`src/rtl/gecko_pkg.sv`:
```
// Shared types for the gecko print path: the print byte, the line terminator
// and the arbiter state encoding.
package gecko_pkg;

  typedef logic [7:0] print_byte_t;

  localparam print_byte_t NEWLINE = 8'h0A;

  typedef enum logic {
    ARB_IDLE   = 1'b0,
    ARB_LOCKED = 1'b1
  } arb_state_t;

endpackage

```
`src/rtl/gecko_print_fifo.sv`:
```
// Synchronous FIFO with registered pointers and an occupancy count; writes
// while full and reads while empty are ignored.
module gecko_print_fifo #(
  parameter int DEPTH = 8,
  parameter int WIDTH = 8
) (
  input  logic                     clk,
  input  logic                     rst,
  input  logic                     wr_en,
  input  logic [WIDTH-1:0]         wr_data,
  input  logic                     rd_en,
  output logic [WIDTH-1:0]         rd_data,
  output logic                     full,
  output logic                     empty,
  output logic [$clog2(DEPTH):0]   count
);

  localparam int AW = $clog2(DEPTH);

  logic [WIDTH-1:0] mem [DEPTH];
  logic [AW-1:0]    wr_ptr;
  logic [AW-1:0]    rd_ptr;
  logic             do_wr;
  logic             do_rd;

  assign full    = (count == (AW+1)'(DEPTH));
  assign empty   = (count == '0);
  assign do_wr   = wr_en && !full;
  assign do_rd   = rd_en && !empty;
  assign rd_data = mem[rd_ptr];

  always_ff @(posedge clk) begin
    if (do_wr) mem[wr_ptr] <= wr_data;
  end

  always_ff @(posedge clk) begin
    if (rst) begin
      wr_ptr <= '0;
      rd_ptr <= '0;
      count  <= '0;
    end else begin
      if (do_wr) wr_ptr <= wr_ptr + 1'b1;
      if (do_rd) rd_ptr <= rd_ptr + 1'b1;
      case ({do_wr, do_rd})
        2'b10:   count <= count + 1'b1;
        2'b01:   count <= count - 1'b1;
        default: count <= count;
      endcase
    end
  end

endmodule

```
`src/rtl/gecko_print_arbiter.sv`:
```
// Merges per-core print byte streams into one output, granting whole lines
// (or MAX_BURST-byte chunks) round-robin so lines never interleave.
// Handshakes: a byte transfers on a rising edge where valid and ready are both
// high; valid never waits on ready, and a source holds data stable while valid && !ready.
module gecko_print_arbiter
  import gecko_pkg::*;
#(
  parameter  int NUM_CHANNELS = 4,
  parameter  int FIFO_DEPTH   = 8,
  parameter  int MAX_BURST    = 64,
  localparam int CH_WIDTH     = (NUM_CHANNELS > 1) ? $clog2(NUM_CHANNELS) : 1
) (
  input  logic                      clk,
  input  logic                      rst,
  input  logic [NUM_CHANNELS-1:0]   in_print_valid,
  output logic [NUM_CHANNELS-1:0]   in_print_ready,
  input  logic [8*NUM_CHANNELS-1:0] in_print_data,
  input  logic [NUM_CHANNELS-1:0]   in_faulted,
  input  logic [NUM_CHANNELS-1:0]   in_finished,
  output logic                      out_print_valid,
  input  logic                      out_print_ready,
  output logic [7:0]                out_print_data,
  output logic [CH_WIDTH-1:0]       out_print_channel,
  output logic                      out_print_last,
  output logic [NUM_CHANNELS-1:0]   faulted_mask,
  output logic [NUM_CHANNELS-1:0]   finished_mask,
  output logic                      faulted_flag,
  output logic                      finished_flag,
  output arb_state_t                dbg_state
);

  localparam int BW = $clog2(MAX_BURST + 1);

  arb_state_t                   state, state_next;
  logic [CH_WIDTH-1:0]          grant, last_grant, search_sel, cand, pop_sel;
  logic [BW-1:0]                burst_cnt, cnt_cur;
  logic                         any_data, avail, pop, pop_last, all_drained;
  logic [NUM_CHANNELS-1:0]      fifo_full, fifo_empty, fifo_wr, fifo_rd;
  print_byte_t                  fifo_data  [NUM_CHANNELS];
  logic [$clog2(FIFO_DEPTH):0]  fifo_level [NUM_CHANNELS];

  // Ready is forced low while rst is asserted so nothing is accepted in the reset cycle.
  assign in_print_ready = ~fifo_full & {NUM_CHANNELS{~rst}};
  assign dbg_state      = state;

  for (genvar i = 0; i < NUM_CHANNELS; i++) begin : g_ch
    assign fifo_wr[i] = in_print_valid[i] && in_print_ready[i];
    assign fifo_rd[i] = pop && (pop_sel == CH_WIDTH'(i));
    gecko_print_fifo #(.DEPTH(FIFO_DEPTH), .WIDTH(8)) u_fifo (
      .clk     (clk),
      .rst     (rst),
      .wr_en   (fifo_wr[i]),
      .wr_data (in_print_data[8*i +: 8]),
      .rd_en   (fifo_rd[i]),
      .rd_data (fifo_data[i]),
      .full    (fifo_full[i]),
      .empty   (fifo_empty[i]),
      .count   (fifo_level[i])
    );
  end

  always_ff @(posedge clk) begin
    if (rst) state <= ARB_IDLE;
    else     state <= state_next;
  end

  always_comb begin
    any_data    = |(~fifo_empty);
    search_sel  = '0;
    cand        = '0;
    all_drained = 1'b1;
    // Walk downwards so the closest channel after last_grant wins.
    for (int k = NUM_CHANNELS; k >= 1; k--) begin
      cand = CH_WIDTH'((int'(last_grant) + k) % NUM_CHANNELS);
      if (!fifo_empty[cand]) search_sel = cand;
    end
    for (int i = 0; i < NUM_CHANNELS; i++) begin
      if (fifo_level[i] != '0) all_drained = 1'b0;
    end
    if (state == ARB_IDLE) begin
      pop_sel = search_sel;
      avail   = any_data;
      cnt_cur = '0;
    end else begin
      pop_sel = grant;
      avail   = !fifo_empty[grant];
      cnt_cur = burst_cnt;
    end
    pop      = avail && (!out_print_valid || out_print_ready);
    pop_last = pop && ((fifo_data[pop_sel] == NEWLINE) || (cnt_cur == BW'(MAX_BURST - 1)));
    state_next = state;
    if (pop_last)                          state_next = ARB_IDLE;
    else if (state == ARB_IDLE && any_data) state_next = ARB_LOCKED;
  end

  always_ff @(posedge clk) begin
    if (rst) begin
      grant             <= '0;
      last_grant        <= CH_WIDTH'(NUM_CHANNELS - 1);
      burst_cnt         <= '0;
      out_print_valid   <= 1'b0;
      out_print_data    <= '0;
      out_print_channel <= '0;
      out_print_last    <= 1'b0;
      faulted_mask      <= '0;
      finished_mask     <= '0;
      faulted_flag      <= 1'b0;
      finished_flag     <= 1'b0;
    end else begin
      if (state == ARB_IDLE && any_data) begin
        grant      <= pop_sel;
        last_grant <= pop_sel;
      end
      if (pop) begin
        burst_cnt         <= pop_last ? '0 : cnt_cur + 1'b1;
        out_print_valid   <= 1'b1;
        out_print_data    <= fifo_data[pop_sel];
        out_print_channel <= pop_sel;
        out_print_last    <= pop_last;
      end else if (out_print_ready) begin
        out_print_valid <= 1'b0;
      end
      faulted_mask  <= faulted_mask | in_faulted;
      finished_mask <= finished_mask | in_finished;
      faulted_flag  <= |(faulted_mask | in_faulted);
      finished_flag <= (&finished_mask) && all_drained && !out_print_valid;
    end
  end

endmodule

```
`config.mk`:
```
export PLATFORM = sky130hd
export DESIGN_NAME = gecko_print_arbiter
export DESIGN_NICKNAME = d
export VERILOG_FILES = /design/src/rtl/gecko_pkg.sv /design/src/rtl/gecko_print_fifo.sv /design/src/rtl/gecko_print_arbiter.sv
export SDC_FILE = /design/constraint.sdc
export NUM_CORES = 1
export LEC_CHECK = 0
export ABC_AREA = 1
export BUFFER_PORTS_ARGS = -buffer_cell sky130_fd_sc_hd__buf_2
export CAP_MARGIN = 20
export CORE_MARGIN = 2
export CORE_UTILIZATION = 35
export CTS_BUF_LIST = sky130_fd_sc_hd__clkbuf_8
export DETAILED_ROUTE_END_ITERATION = 10
export HOLD_SLACK_MARGIN = 0.06
export SYNTH_ARGS = -nofsm -noshare
export SYNTH_HDL_FRONTEND = slang
export SYNTH_SLANG_ARGS = --single-unit
```
`constraint.sdc`:
```
create_clock -name clk -period 2.56 [get_ports clk]
set_input_delay 0.256 -clock clk [delete_from_list [all_inputs] [get_ports clk]]
set_output_delay 0.256 -clock clk [all_outputs]
set_load 0.005 [all_outputs]
```
==> run metrics <==
status complete, but fails checks; failing checks setup timing; Netlist cell types 41; Final HPWL DP 22400 um; GRT Overall Usage 16.7%; Worst setup EP type flip-flop; type of the worst setup path reg2reg; Pleak 7.05 nW; die height 206 um; Root Buffer clkbuf_8; Hold Crit Class in2reg; Tmin final 2.67 ns; vias in the first global route 10.2k; worst setup margin -0.107 ns; Initial Util 35.6%; H-Tree Depth 2; final hold vios 0; Final Cycle Share 104%; total clock sinks 342; initial antenna violation count 1; clock slew at reported path FFs 0.06 ns; final net count 1634; relative slew slack 71.7%; drt total wl 35000 um; maximum VDD drop 0.466 mV; clock latency on the worst-skew pair 0.60 ns; syn_area_per_cell 10.7 um^2; CTS tree yes; Final Max Tran Viols 0; drt initial violations 677; Cell Pwr Density 1020 nW/um^2; YS warnings 0; core area 39900 um^2; utilization after layout 44.9%; most common cell after layout, fill and taps aside nand2_1; share of the yosys chip area belonging to registers 66.1%; CTS Buffer Depth 3; Layout fillers 3653; Setup-failing EPs final 7; CP Max Fanout 4; largest net degree at the start of global routing 33; f_max 0.375 GHz; synth-to-layout area growth 26.0%; cell count after synthesis 1335; Num CTS Buffers 55; Die W 206 um; Worst Clk Skew 0.0306 ns; via/cell ratio 4.89; worst hold slack 0.171 ns; Vias 10.4k; FF+latch count, synth 342; GRT overflow 0; maxcap violations 0; worst slew pin tran 0.424 ns; worst slack, placed -0.219 ns; most frequent cells in the layout nand2_1, edfxtp_1, nand3_1; layout cells sized above 1 22.8%; first-pass GRT wire length 54900 um; I/O Buffers 73; startpoint types flip-flop; die area 42300 um^2; I/O pins 74; mapped cell area 14200 um^2; Final Wtd Congestion 0.812; routed len/inst 16.4 um; Site Rows 73; ANT nets after route 0; syn_nets 1403; first-pass iteration count of the detailed router 5; Worst Path Arrival 3.15 ns; DR DRC count 0; Req. time, crit path 3.04 ns; diode count 0; RSZ-0062 raised after global routing true
through the flow:
stage | setup TNS, ns | cells | power, mW | instance area (um^2)
global placement | -0.200 | 1986 | 12.6 | 16000
detailed placement | -1.51 | 1986 | 12.7 | 16000
global route | -3.85 | 2138 | 19.4 | 17900
CTS | -0.0170 | 2136 | 18.0 | 17800
floorplan | -0.181 | 1335 | 10.6 | 14300
finish | -0.504 | 2138 | 18.3 | 17900
report_power, final:
group          total (mW)  switching [mW]  internal [mW]  leakage (nW)
combinational        6.79            3.96           2.83          3.37
clock                4.86            2.13           2.73         0.658
sequential           6.68           0.327           6.35          3.02
Yosys cell counts (all sizes together):
| master | instances | area share, % |
|---|---|---|
| edfxtp | 256 | 54 |
| a32o | 1 | 0.070 |
| ha | 21 | 1.8 |
| nand3 | 128 | 4.5 |
| and2 | 1 | 0.044 |
| a221oi | 22 | 1.4 |
| xor2 | 12 | 0.74 |
| o21a | 2 | 0.11 |
| buf | 13 | 0.61 |
| mux2i | 2 | 0.14 |
| o211ai | 9 | 0.47 |
| nor2 | 123 | 3.3 |
| nand4 | 2 | 0.088 |
| o21ai | 67 | 2.4 |
| nand2 | 295 | 7.9 |
| a21oi | 104 | 3.7 |
| dfxtp | 86 | 12 |
| a31oi | 4 | 0.18 |
| xnor2 | 6 | 0.37 |
| and3 | 2 | 0.088 |
| inv | 85 | 2.2 |
| clkbuf | 49 | 1.3 |
| nor3 | 7 | 0.40 |
| nor4 | 1 | 0.044 |
| o221ai | 16 | 0.98 |
| or2 | 11 | 0.48 |
| clkinv | 1 | 0.026 |
| nor3b | 1 | 0.053 |
| a221o | 2 | 0.14 |
| a41oi | 1 | 0.062 |
| nand3b | 5 | 0.26 |
routing by layer:
metal / wire, um / up-vias / share of wire [%] / track usage, %
li1: - / 5134 / - / -
met1: 15800 / 4973 / 45 / 22.1
met2: 16600 / 276 / 47 / 27.4
met3: 1750 / 61 / 5.0 / 3.01
met4: 914 / 2 / 2.6 / 6.19
met5: 7 / - / 0.020 / 0
area by class of cell:
| class | instances | area [um^2] | share of cell area (%) |
|---|---|---|---|
| Timing Repair Buffer | 236 | 1760 | 9.84 |
| Multi-Input combinational cell | 845 | 4580 | 25.6 |
| Clock buffer | 62 | 853 | 4.76 |
| Clock inverter | 42 | 312 | 1.74 |
| Sequential cell | 342 | 9430 | 52.6 |
| Tap cell | 525 | 657 | 3.66 |
| Inverter | 86 | 328 | 1.83 |
registers in the layout, indices dropped and copies added (netlist names), 2 cells and up, named ones only:
register,cells
g_ch.u_fifo.mem,256
grant,2
g_ch.u_fifo.count,16
out_print_channel,2
g_ch.u_fifo.rd_ptr,12
out_print_data,8
faulted_mask,4
finished_mask,4
g_ch.u_fifo.wr_ptr,12
burst_cnt,7
last_grant,2
cells by family after synthesis:
| group | Yosys count | share of synthesized area, % |
|---|---|---|
| muxes | 2 | 0.141 |
| and+or+nand+nor | 576 | 17.2 |
| adders and majority gates | 21 | 1.85 |
| AOI/OAI and AO/OA | 228 | 9.44 |
| xor gates and xnor gates | 18 | 1.11 |
| DFF | 342 | 66.1 |
| buffers and inverters | 148 | 4.17 |
worst paths after layout:
check,slack (ns),to,cells after the start,start
worst min-delay path,0.17,g_ch[2].u_fifo.wr_ptr[0],4,in_print_valid[2]
worst max register to register,-0.11,g_ch[3].u_fifo.count[3],18,g_ch[3].u_fifo.count[1]
worst min register to register,0.46,out_print_last,2,out_print_last
worst max-delay path,-0.11,g_ch[3].u_fifo.count[3],18,g_ch[3].u_fifo.count[1]
repair_timing:
action                                  in CTS  in global routing
pin swaps                                   19                 20
buffers inserted                             4                  4
hold endpoints to repair                   269                  0
gates resized for setup                     43                 38
gates cloned                                 0                  0
hold buffers                                42                  0
endpoints found under the setup margin      16                 23
worst max-delay path: stages (launching register included):
cell and delay, ns:
dfxtp_2 0.33, nor2_4 0.19, nand2_2 0.10, nor4_4 0.28, inv_1 0.09, nor2_2 0.14, a21oi_2 0.05, nand2_2 0.13
a21oi_4 0.06, buf_4 0.15, nand2_4 0.06, inv_4 0.04, ha_4 0.17, xnor2_1 0.13, nand3b_1 0.20, a21oi_2 0.13
o21ai_1 0.08, o21ai_1 0.12, a21oi_1 0.06
(Power assumes the default switching activity.)
